`src/rtl/ntt_pkg.sv`:
```
// Shared types and default sizing for the NTT address/control scheduler.
package ntt_pkg;

    typedef enum logic [2:0] {
        ST_IDLE,
        ST_RUN,
        ST_DRAIN,
        ST_SCALE,
        ST_SDRAIN,
        ST_DONE
    } state_t;

    localparam logic MODE_NTT  = 1'b0;   // forward, Cooley-Tukey
    localparam logic MODE_INTT = 1'b1;   // inverse, Gentleman-Sande

    localparam int DEF_LOG_N  = 8;
    localparam int DEF_DW     = 24;
    localparam int DEF_BF_LAT = 3;

endpackage

```
`src/rtl/ntt_wb_delay.sv`:
```
// Write-back delay line: carries a butterfly's valid and operand addresses
// through LAT registers so the write lands when the butterfly result does.
module ntt_wb_delay #(
    parameter int LAT = 3,
    parameter int AW  = 8
) (
    input  logic          clk,
    input  logic          rst,
    input  logic          in_vld,
    input  logic [AW-1:0] in_a0,
    input  logic [AW-1:0] in_a1,
    output logic          out_vld,
    output logic [AW-1:0] out_a0,
    output logic [AW-1:0] out_a1
);

    logic [LAT:1]         vld_pipe;
    logic [LAT:1][AW-1:0] a0_pipe;
    logic [LAT:1][AW-1:0] a1_pipe;

    // Clearing the valid bits on reset is what cancels in-flight write-backs.
    always_ff @(posedge clk) begin
        if (rst) begin
            vld_pipe <= '0;
            a0_pipe  <= '0;
            a1_pipe  <= '0;
        end else begin
            vld_pipe[1] <= in_vld;
            a0_pipe[1]  <= in_a0;
            a1_pipe[1]  <= in_a1;
            for (int k = 2; k <= LAT; k++) begin
                vld_pipe[k] <= vld_pipe[k-1];
                a0_pipe[k]  <= a0_pipe[k-1];
                a1_pipe[k]  <= a1_pipe[k-1];
            end
        end
    end

    assign out_vld = vld_pipe[LAT];
    assign out_a0  = a0_pipe[LAT];
    assign out_a1  = a1_pipe[LAT];

endmodule

```
`src/rtl/ntt_sched.sv`:
```
// NTT/INTT butterfly scheduler: operand/twiddle addressing, delayed write-back
// and a load window. Define NTT_SCALE_EN to add the inverse scaling pass.
module ntt_sched
    import ntt_pkg::*;
#(
    parameter int LOG_N  = DEF_LOG_N,
    parameter int DW     = DEF_DW,
    parameter int BF_LAT = DEF_BF_LAT
) (
    input  logic             clk,
    input  logic             rst,
    input  logic             start,
    input  logic             mode,
    input  logic             load_mem,
    input  logic [15:0]      A_load,
    input  logic [DW-1:0]    D_load,
    input  logic             WEB_load,
    output logic             busy,
    output logic             done,
    output logic             rd_en,
    output logic [LOG_N-1:0] rd_addr0,
    output logic [LOG_N-1:0] rd_addr1,
    output logic             wr_en,
    output logic [LOG_N-1:0] wr_addr0,
    output logic [LOG_N-1:0] wr_addr1,
    output logic             wr_sel,
    output logic [DW-1:0]    ld_wdata,
    output logic [LOG_N-1:0] tw_addr,
    output logic             bf_mode,
    output logic             scale_en,
    output logic             load_err
);

    localparam int N  = 1 << LOG_N;
    localparam int BW = LOG_N - 1;
    localparam int SW = (LOG_N > 1) ? $clog2(LOG_N) : 1;

    localparam logic [BW-1:0] B_LAST = {BW{1'b1}};
    localparam logic [SW-1:0] S_LAST = SW'(LOG_N - 1);
    localparam logic [3:0]    D_LAST = 4'(BF_LAT - 1);

`ifdef NTT_SCALE_EN
    localparam bit SCALE_ON = 1'b1;
`else
    localparam bit SCALE_ON = 1'b0;
`endif

    state_t           state;
    logic [BW-1:0]    b;
    logic [SW-1:0]    s;
    logic [3:0]       dcnt;
    logic             mode_q;
    logic             ld_we;
    logic [LOG_N-1:0] ld_addr;
    logic             scale_q;

    logic [SW-1:0]    lg;
    logic [LOG_N-1:0] bx, grp, msk, a0_c, a1_c, tw_c;

    logic             dly_vld;
    logic [LOG_N-1:0] dly_a0, dly_a1;

    // len is a power of two, so group/offset reduce to shifts and masks.
    // The inverse twiddle wraps N to 0 at s=0, which still yields N-1-group.
    always_comb begin
        lg   = (mode_q == MODE_INTT) ? s : S_LAST - s;
        bx   = {1'b0, b};
        grp  = bx >> lg;
        msk  = (LOG_N'(1) << lg) - LOG_N'(1);
        a0_c = ((grp << lg) << 1) | (bx & msk);
        a1_c = a0_c | (LOG_N'(1) << lg);
        if (mode_q == MODE_INTT)
            tw_c = LOG_N'(N >> s) - LOG_N'(1) - grp;
        else
            tw_c = (LOG_N'(1) << s) + grp;
    end

    always_ff @(posedge clk) begin
        if (rst) begin
            state    <= ST_IDLE;
            b        <= '0;
            s        <= '0;
            dcnt     <= '0;
            mode_q   <= MODE_NTT;
            busy     <= 1'b0;
            done     <= 1'b0;
            rd_en    <= 1'b0;
            rd_addr0 <= '0;
            rd_addr1 <= '0;
            tw_addr  <= '0;
            ld_we    <= 1'b0;
            ld_addr  <= '0;
            ld_wdata <= '0;
            load_err <= 1'b0;
            scale_q  <= 1'b0;
        end else begin
            done     <= 1'b0;
            rd_en    <= 1'b0;
            ld_we    <= 1'b0;
            scale_q  <= 1'b0;
            ld_wdata <= D_load;
            if (load_mem && !WEB_load && state != ST_IDLE)
                load_err <= 1'b1;

            case (state)
                ST_IDLE: begin
                    ld_we   <= load_mem & ~WEB_load;
                    ld_addr <= A_load[LOG_N-1:0];
                    if (start && !load_mem) begin
                        mode_q   <= mode;
                        load_err <= 1'b0;
                        busy     <= 1'b1;
                        b        <= '0;
                        s        <= '0;
                        state    <= ST_RUN;
                    end
                end
                ST_RUN: begin
                    rd_en    <= 1'b1;
                    rd_addr0 <= a0_c;
                    rd_addr1 <= a1_c;
                    tw_addr  <= tw_c;
                    if (b == B_LAST) begin
                        b     <= '0;
                        dcnt  <= '0;
                        state <= ST_DRAIN;
                    end else begin
                        b <= b + 1'b1;
                    end
                end
                ST_DRAIN: begin
                    if (dcnt == D_LAST) begin
                        dcnt <= '0;
                        if (s == S_LAST) begin
                            state <= (SCALE_ON && mode_q == MODE_INTT) ? ST_SCALE : ST_DONE;
                        end else begin
                            s     <= s + 1'b1;
                            state <= ST_RUN;
                        end
                    end else begin
                        dcnt <= dcnt + 1'b1;
                    end
                end
                ST_SCALE: begin
                    rd_en    <= 1'b1;
                    rd_addr0 <= {b, 1'b0};
                    rd_addr1 <= {b, 1'b1};
                    tw_addr  <= '0;
                    scale_q  <= 1'b1;
                    if (b == B_LAST) begin
                        b     <= '0;
                        dcnt  <= '0;
                        state <= ST_SDRAIN;
                    end else begin
                        b <= b + 1'b1;
                    end
                end
                ST_SDRAIN: begin
                    if (dcnt == D_LAST) begin
                        dcnt  <= '0;
                        state <= ST_DONE;
                    end else begin
                        dcnt <= dcnt + 1'b1;
                    end
                end
                ST_DONE: begin
                    busy  <= 1'b0;
                    done  <= 1'b1;
                    state <= ST_IDLE;
                end
                default: state <= ST_IDLE;
            endcase
        end
    end

    ntt_wb_delay #(
        .LAT (BF_LAT),
        .AW  (LOG_N)
    ) u_wb_delay (
        .clk     (clk),
        .rst     (rst),
        .in_vld  (rd_en),
        .in_a0   (rd_addr0),
        .in_a1   (rd_addr1),
        .out_vld (dly_vld),
        .out_a0  (dly_a0),
        .out_a1  (dly_a1)
    );

    // Loads only happen in IDLE, when the delay line has long since emptied.
    assign wr_en    = ld_we | dly_vld;
    assign wr_sel   = ld_we;
    assign wr_addr0 = ld_we ? ld_addr : dly_a0;
    assign wr_addr1 = ld_we ? '0 : dly_a1;
    assign bf_mode  = mode_q;

`ifdef NTT_SCALE_EN
    assign scale_en = scale_q;
`else
    assign scale_en = 1'b0;
    wire unused_scale = scale_q;
`endif

    wire unused_aload = &{1'b0, A_load[15:LOG_N]};

endmodule

```
`config.mk`:
```
export PLATFORM = sky130hd
export DESIGN_NAME = ntt_sched
export DESIGN_NICKNAME = d
export VERILOG_FILES = /design/src/rtl/ntt_pkg.sv /design/src/rtl/ntt_wb_delay.sv /design/src/rtl/ntt_sched.sv
export SDC_FILE = /design/constraint.sdc
export NUM_CORES = 1
export LEC_CHECK = 0
export CORE_ASPECT_RATIO = 0.8
export CORE_UTILIZATION = 47
export DETAILED_ROUTE_END_ITERATION = 10
export PLACE_DENSITY = 0.77
export SKIP_CTS_REPAIR_TIMING = 1
export SYNTH_ARGS = -nofsm -noshare
export SYNTH_HDL_FRONTEND = slang
export SYNTH_SLANG_ARGS = --single-unit
```
`constraint.sdc`:
```
create_clock -name clk -period 3.6 [get_ports clk]
set_input_delay 0.72 -clock clk [delete_from_list [all_inputs] [get_ports clk]]
set_output_delay 0.72 -clock clk [all_outputs]
set_load 0.05 [all_outputs]
```
==> summary.txt <==
Synth
  – Post-Syn Nets: 732
  – EDFF count, synth: 0
  – Sequential share of the synthesized area: 0.435
  – Synth cell types: 72
  – Avg Cell Area, Syn: 9.01 um2
  – Mapped Cells: 664
  – Post-synthesis instance area: ~6000 um2
  – Synth Flop Type: dfxtp_1
  – Async SR Flop Fraction: 0
  – Yosys warns: 0
  – Synth Register Bits: 130

Timing
  – Max-slew violation count: 0
  – Fin. Hold Viols: 0
  – Worst slew pin tran: around 1.2 ns
  – TNS Setup: 0 ns
  – Final setup viols: 0
  – Slew Limit Headroom: 0.209
  – Peak Freq: roughly 290 MHz
  – Final worst path period need: 3.48 ns
  – Clock skew: 0.0101 ns
  – Final Cycle Share: 0.966
  – Slack of the critical path: 0.123 ns

Power
  – Internal: 3.00 mW
  – Total Power: 4.49 mW
  – Combinational power share: 0.239
  – Switching Share: 0.333
  – P_leak: about 3.3 nW
  – Peak VDD IR: around 0.38 mV
  – Net switching power: around 1.5 mW
  – Cell Pwr Density: roughly 550 nW/um2
  – Register share of total power: 0.368
  – Clock share of power: 0.394

Layout
  – Final instance area: 8120 um2
  – Inserted Diodes: 0
  – Area occupied by multi-input gates: 3130 um2
  – Nets: 864
  – Layout area overhead: 35.8%
  – FILL cells: 958
  – Register area: roughly 2600 um2
  – Layout cells sized above 1: 0.153

Floorplanning
  – Die H: 103 um
  – Starting density of the core: 0.486
  – Die area: between 10000 and 15000 um2
  – Die Width: 128 um
  – Rows: 36
  – Ports: 118
  – Placeable Area: 12300 um2

Route
  – DRT iter0 DRCs: roughly 400
  – DR pass1 iterations: 5
  – Post-Route WL: 16500 um
  – DRC errors left: 0
  – DR vias/cell: 5.35
  – Via Count: between 5000 and 6000
  – Wire per inst: 16.9 um
  – Final antenna-violating net count: 0

Placement
  – PortBufs: 108
  – RePlAce Congestion: ~0.9
  – Setup WS pre-CTS: 0.0397 ns
  – Dpl hpwl: 12100 um
  – DP Area: 7440 um2

Clock tree
  – CTS root buffer: clkbuf_16
  – Clock sink count: 130
  – TritonCTS buffer count: 17
  – Skew-Pair Late Insertion Delay: 0.42 ns
  – Htree depth: 4
  – CTS tree: done
  – CTS max path bufs: 2
  – Clock-pin slew on the worst setup and hold paths: 0.06 ns

Worst hold path
  – Class of the worst hold path: flip-flop to flip-flop

Critical path
  – Crit-path max FO: 7
  – R2r worst-path depth: 14
  – Path type of the worst setup path: flip-flop to flip-flop
  – Origin of the critical flop-to-flop path: bf_mode
  – CP endpoint kind: flip-flop
  – RR Endpoint: tw_addr[7]
  – Worst setup endpoint: tw_addr[7]
  – Crit start category: flip-flop
  – Reg2reg setup slack: roughly 0.12 ns
  – Critical path startpoint: bf_mode
  – Critical Path RT: 3.89 ns
  – CP arrival: 3.76 ns

Global route
  – Grt ovf: 0
  – Vias in the first global route: 4880
  – Global-route wire length before repair: 25400 um
  – Largest net degree at the start of global routing: 77
  – Tot GR Track Use: 0.255
  – Initial antenna violation count: 0

Run
  – Max-cap violations: 0

Outcome
  – Status: completed
## synthesized netlist by cell type, types with 3 or more instances
cell type	count	area [um2]
or3_1	3	18.8
a22oi_1	14	105
nor2b_1	92	576
ha_1	20	250
or2_2	5	31.3
o21ai_0	22	110
dfxtp_1	130	2600
xor2_1	4	35.0
inv_1	20	75.1
a21o_1	12	90.1
buf_2	4	20.0
nor2_1	43	161
nand4_1	3	18.8
nand3_1	15	75.1
a222oi_1	3	30.0
buf_6	5	56.3
nand3b_1	3	22.5
a31oi_1	5	31.3
or4_1	4	30.0
o22ai_1	9	56.3
and3_1	3	18.8
a22o_1	3	26.3
nand2_1	51	191
nand2b_1	7	43.8
clkbuf_1	33	124
a211oi_1	4	30.0
a21oi_1	44	220
mux2_2	9	101
nor3b_1	3	22.5
a21boi_0	3	22.5
and2_1	5	31.3
nand4b_1	3	26.3
buf_1	3	11.3
nor3_1	11	55.1
xnor2_1	11	96.3
mux2i_1	5	50.1
## power by group through the flow
stage,combinational (mW),clock [mW],sequential (mW)
6_report,1.07,1.77,1.65
3_5_place_dp,1.05,0,1.68
2_1_floorplan,0.541,0,1.83
5_1_grt,1.15,1.86,1.67
4_1_cts,1.06,1.79,1.65
3_3_place_gp,1.03,0,1.68
## kinds of logic after synthesis
logic type	synth area share
adder cells (fa/ha/maj)	0.0519
AND/OR/NAND/NOR	0.238
buffers and inverters	0.0492
XOR/XNOR	0.0301
AO/OA/AOI/OAI	0.170
multiplexers	0.0253
other	0.000627
flip-flops	0.435
## routing by layer
metal | track usage | vias to the layer above | share of wire
li1 | - | 2566 | -
met1 | 0.337 | 2437 | 0.45
met2 | 0.405 | 206 | 0.45
met3 | 0.0695 | 31 | 0.079
met4 | 0.0905 | 0 | 0.021
met5 | 0 | - | 0
## stage by stage
step,utilization,hold WS (ns),cells
after CTS,0.655,0.431,979
after global placement,0.605,0.416,947
after floorplan,-,0.414,664
after detailed placement,0.605,0.420,947
after global routing,0.660,0.448,980
final,0.660,0.433,980
## registers in the layout, indices dropped and copies added (netlist names), 3 cells and up
signal / flops
b: 7
dcnt: 4
ld_addr: 8
ld_wdata: 24
rd_addr0: 8
rd_addr1: 8
s: 3
state: 3
tw_addr: 8
u_wb_delay.a0_pipe: 16
u_wb_delay.a1_pipe: 16
u_wb_delay.out_a0: 8
u_wb_delay.out_a1: 8
u_wb_delay.vld_pipe: 3
## critical path, stage by stage (launching register included)
cell and delay (ns):
dfxtp_4 0.38, buf_2 0.18, or4bb_1 0.52, buf_4 0.15, nand2_1 0.10, a22oi_1 0.12, and2_4 0.19, ha_1 0.30
a21o_1 0.20, a21oi_2 0.17, o21bai_1 0.10, maj3_1 0.37, xnor2_1 0.14, a222oi_1 0.35, a211oi_1 0.07
## how the worst min path moves through the flow
stage / startpoint / endpoint / slack [ns] / depth (start not counted)
floorplan: u_wb_delay.a0_pipe[2] / u_wb_delay.a0_pipe[10] / 0.41 / 1
global placement: u_wb_delay.a1_pipe[10] / u_wb_delay.out_a1[2] / 0.42 / 1
detailed placement: u_wb_delay.a1_pipe[0] / u_wb_delay.a1_pipe[8] / 0.42 / 1
CTS: u_wb_delay.a1_pipe[0] / u_wb_delay.a1_pipe[8] / 0.43 / 1
global route: u_wb_delay.a0_pipe[2] / u_wb_delay.a0_pipe[10] / 0.45 / 1
finish: u_wb_delay.a1_pipe[5] / u_wb_delay.a1_pipe[13] / 0.43 / 1
## cell usage in the layout, fill, tap and decap left out, types with 4 or more instances in the layout
cell               n
dfxtp_1          126
nor3_1            11
a31oi_1            5
inv_6              6
nand2_1           50
nand3_1           15
nor2b_1           92
a21o_1            12
or4_1              4
o22ai_1            8
o21ai_0           22
xnor2_1           11
nor2_1            43
a211oi_1           4
inv_1             19
or2_2              5
xor2_1             4
mux2i_1            5
and2_1             4
nand2b_1           7
a21oi_1           42
ha_1              19
buf_4             49
clkbuf_16         17
clkdlybuf4s50_1  107
a22oi_1           14
mux2_2             9
## layout make-up
cell class	instances	share of cell area
Multi-Input combinational cell	468	0.386
Clock inverter	15	0.0230
Inverter	20	0.00924
Timing Repair Buffer	159	0.182
Sequential cell	130	0.322
Clock buffer	17	0.0524
Tap cell	171	0.0263
(Power assumes the default switching activity.)
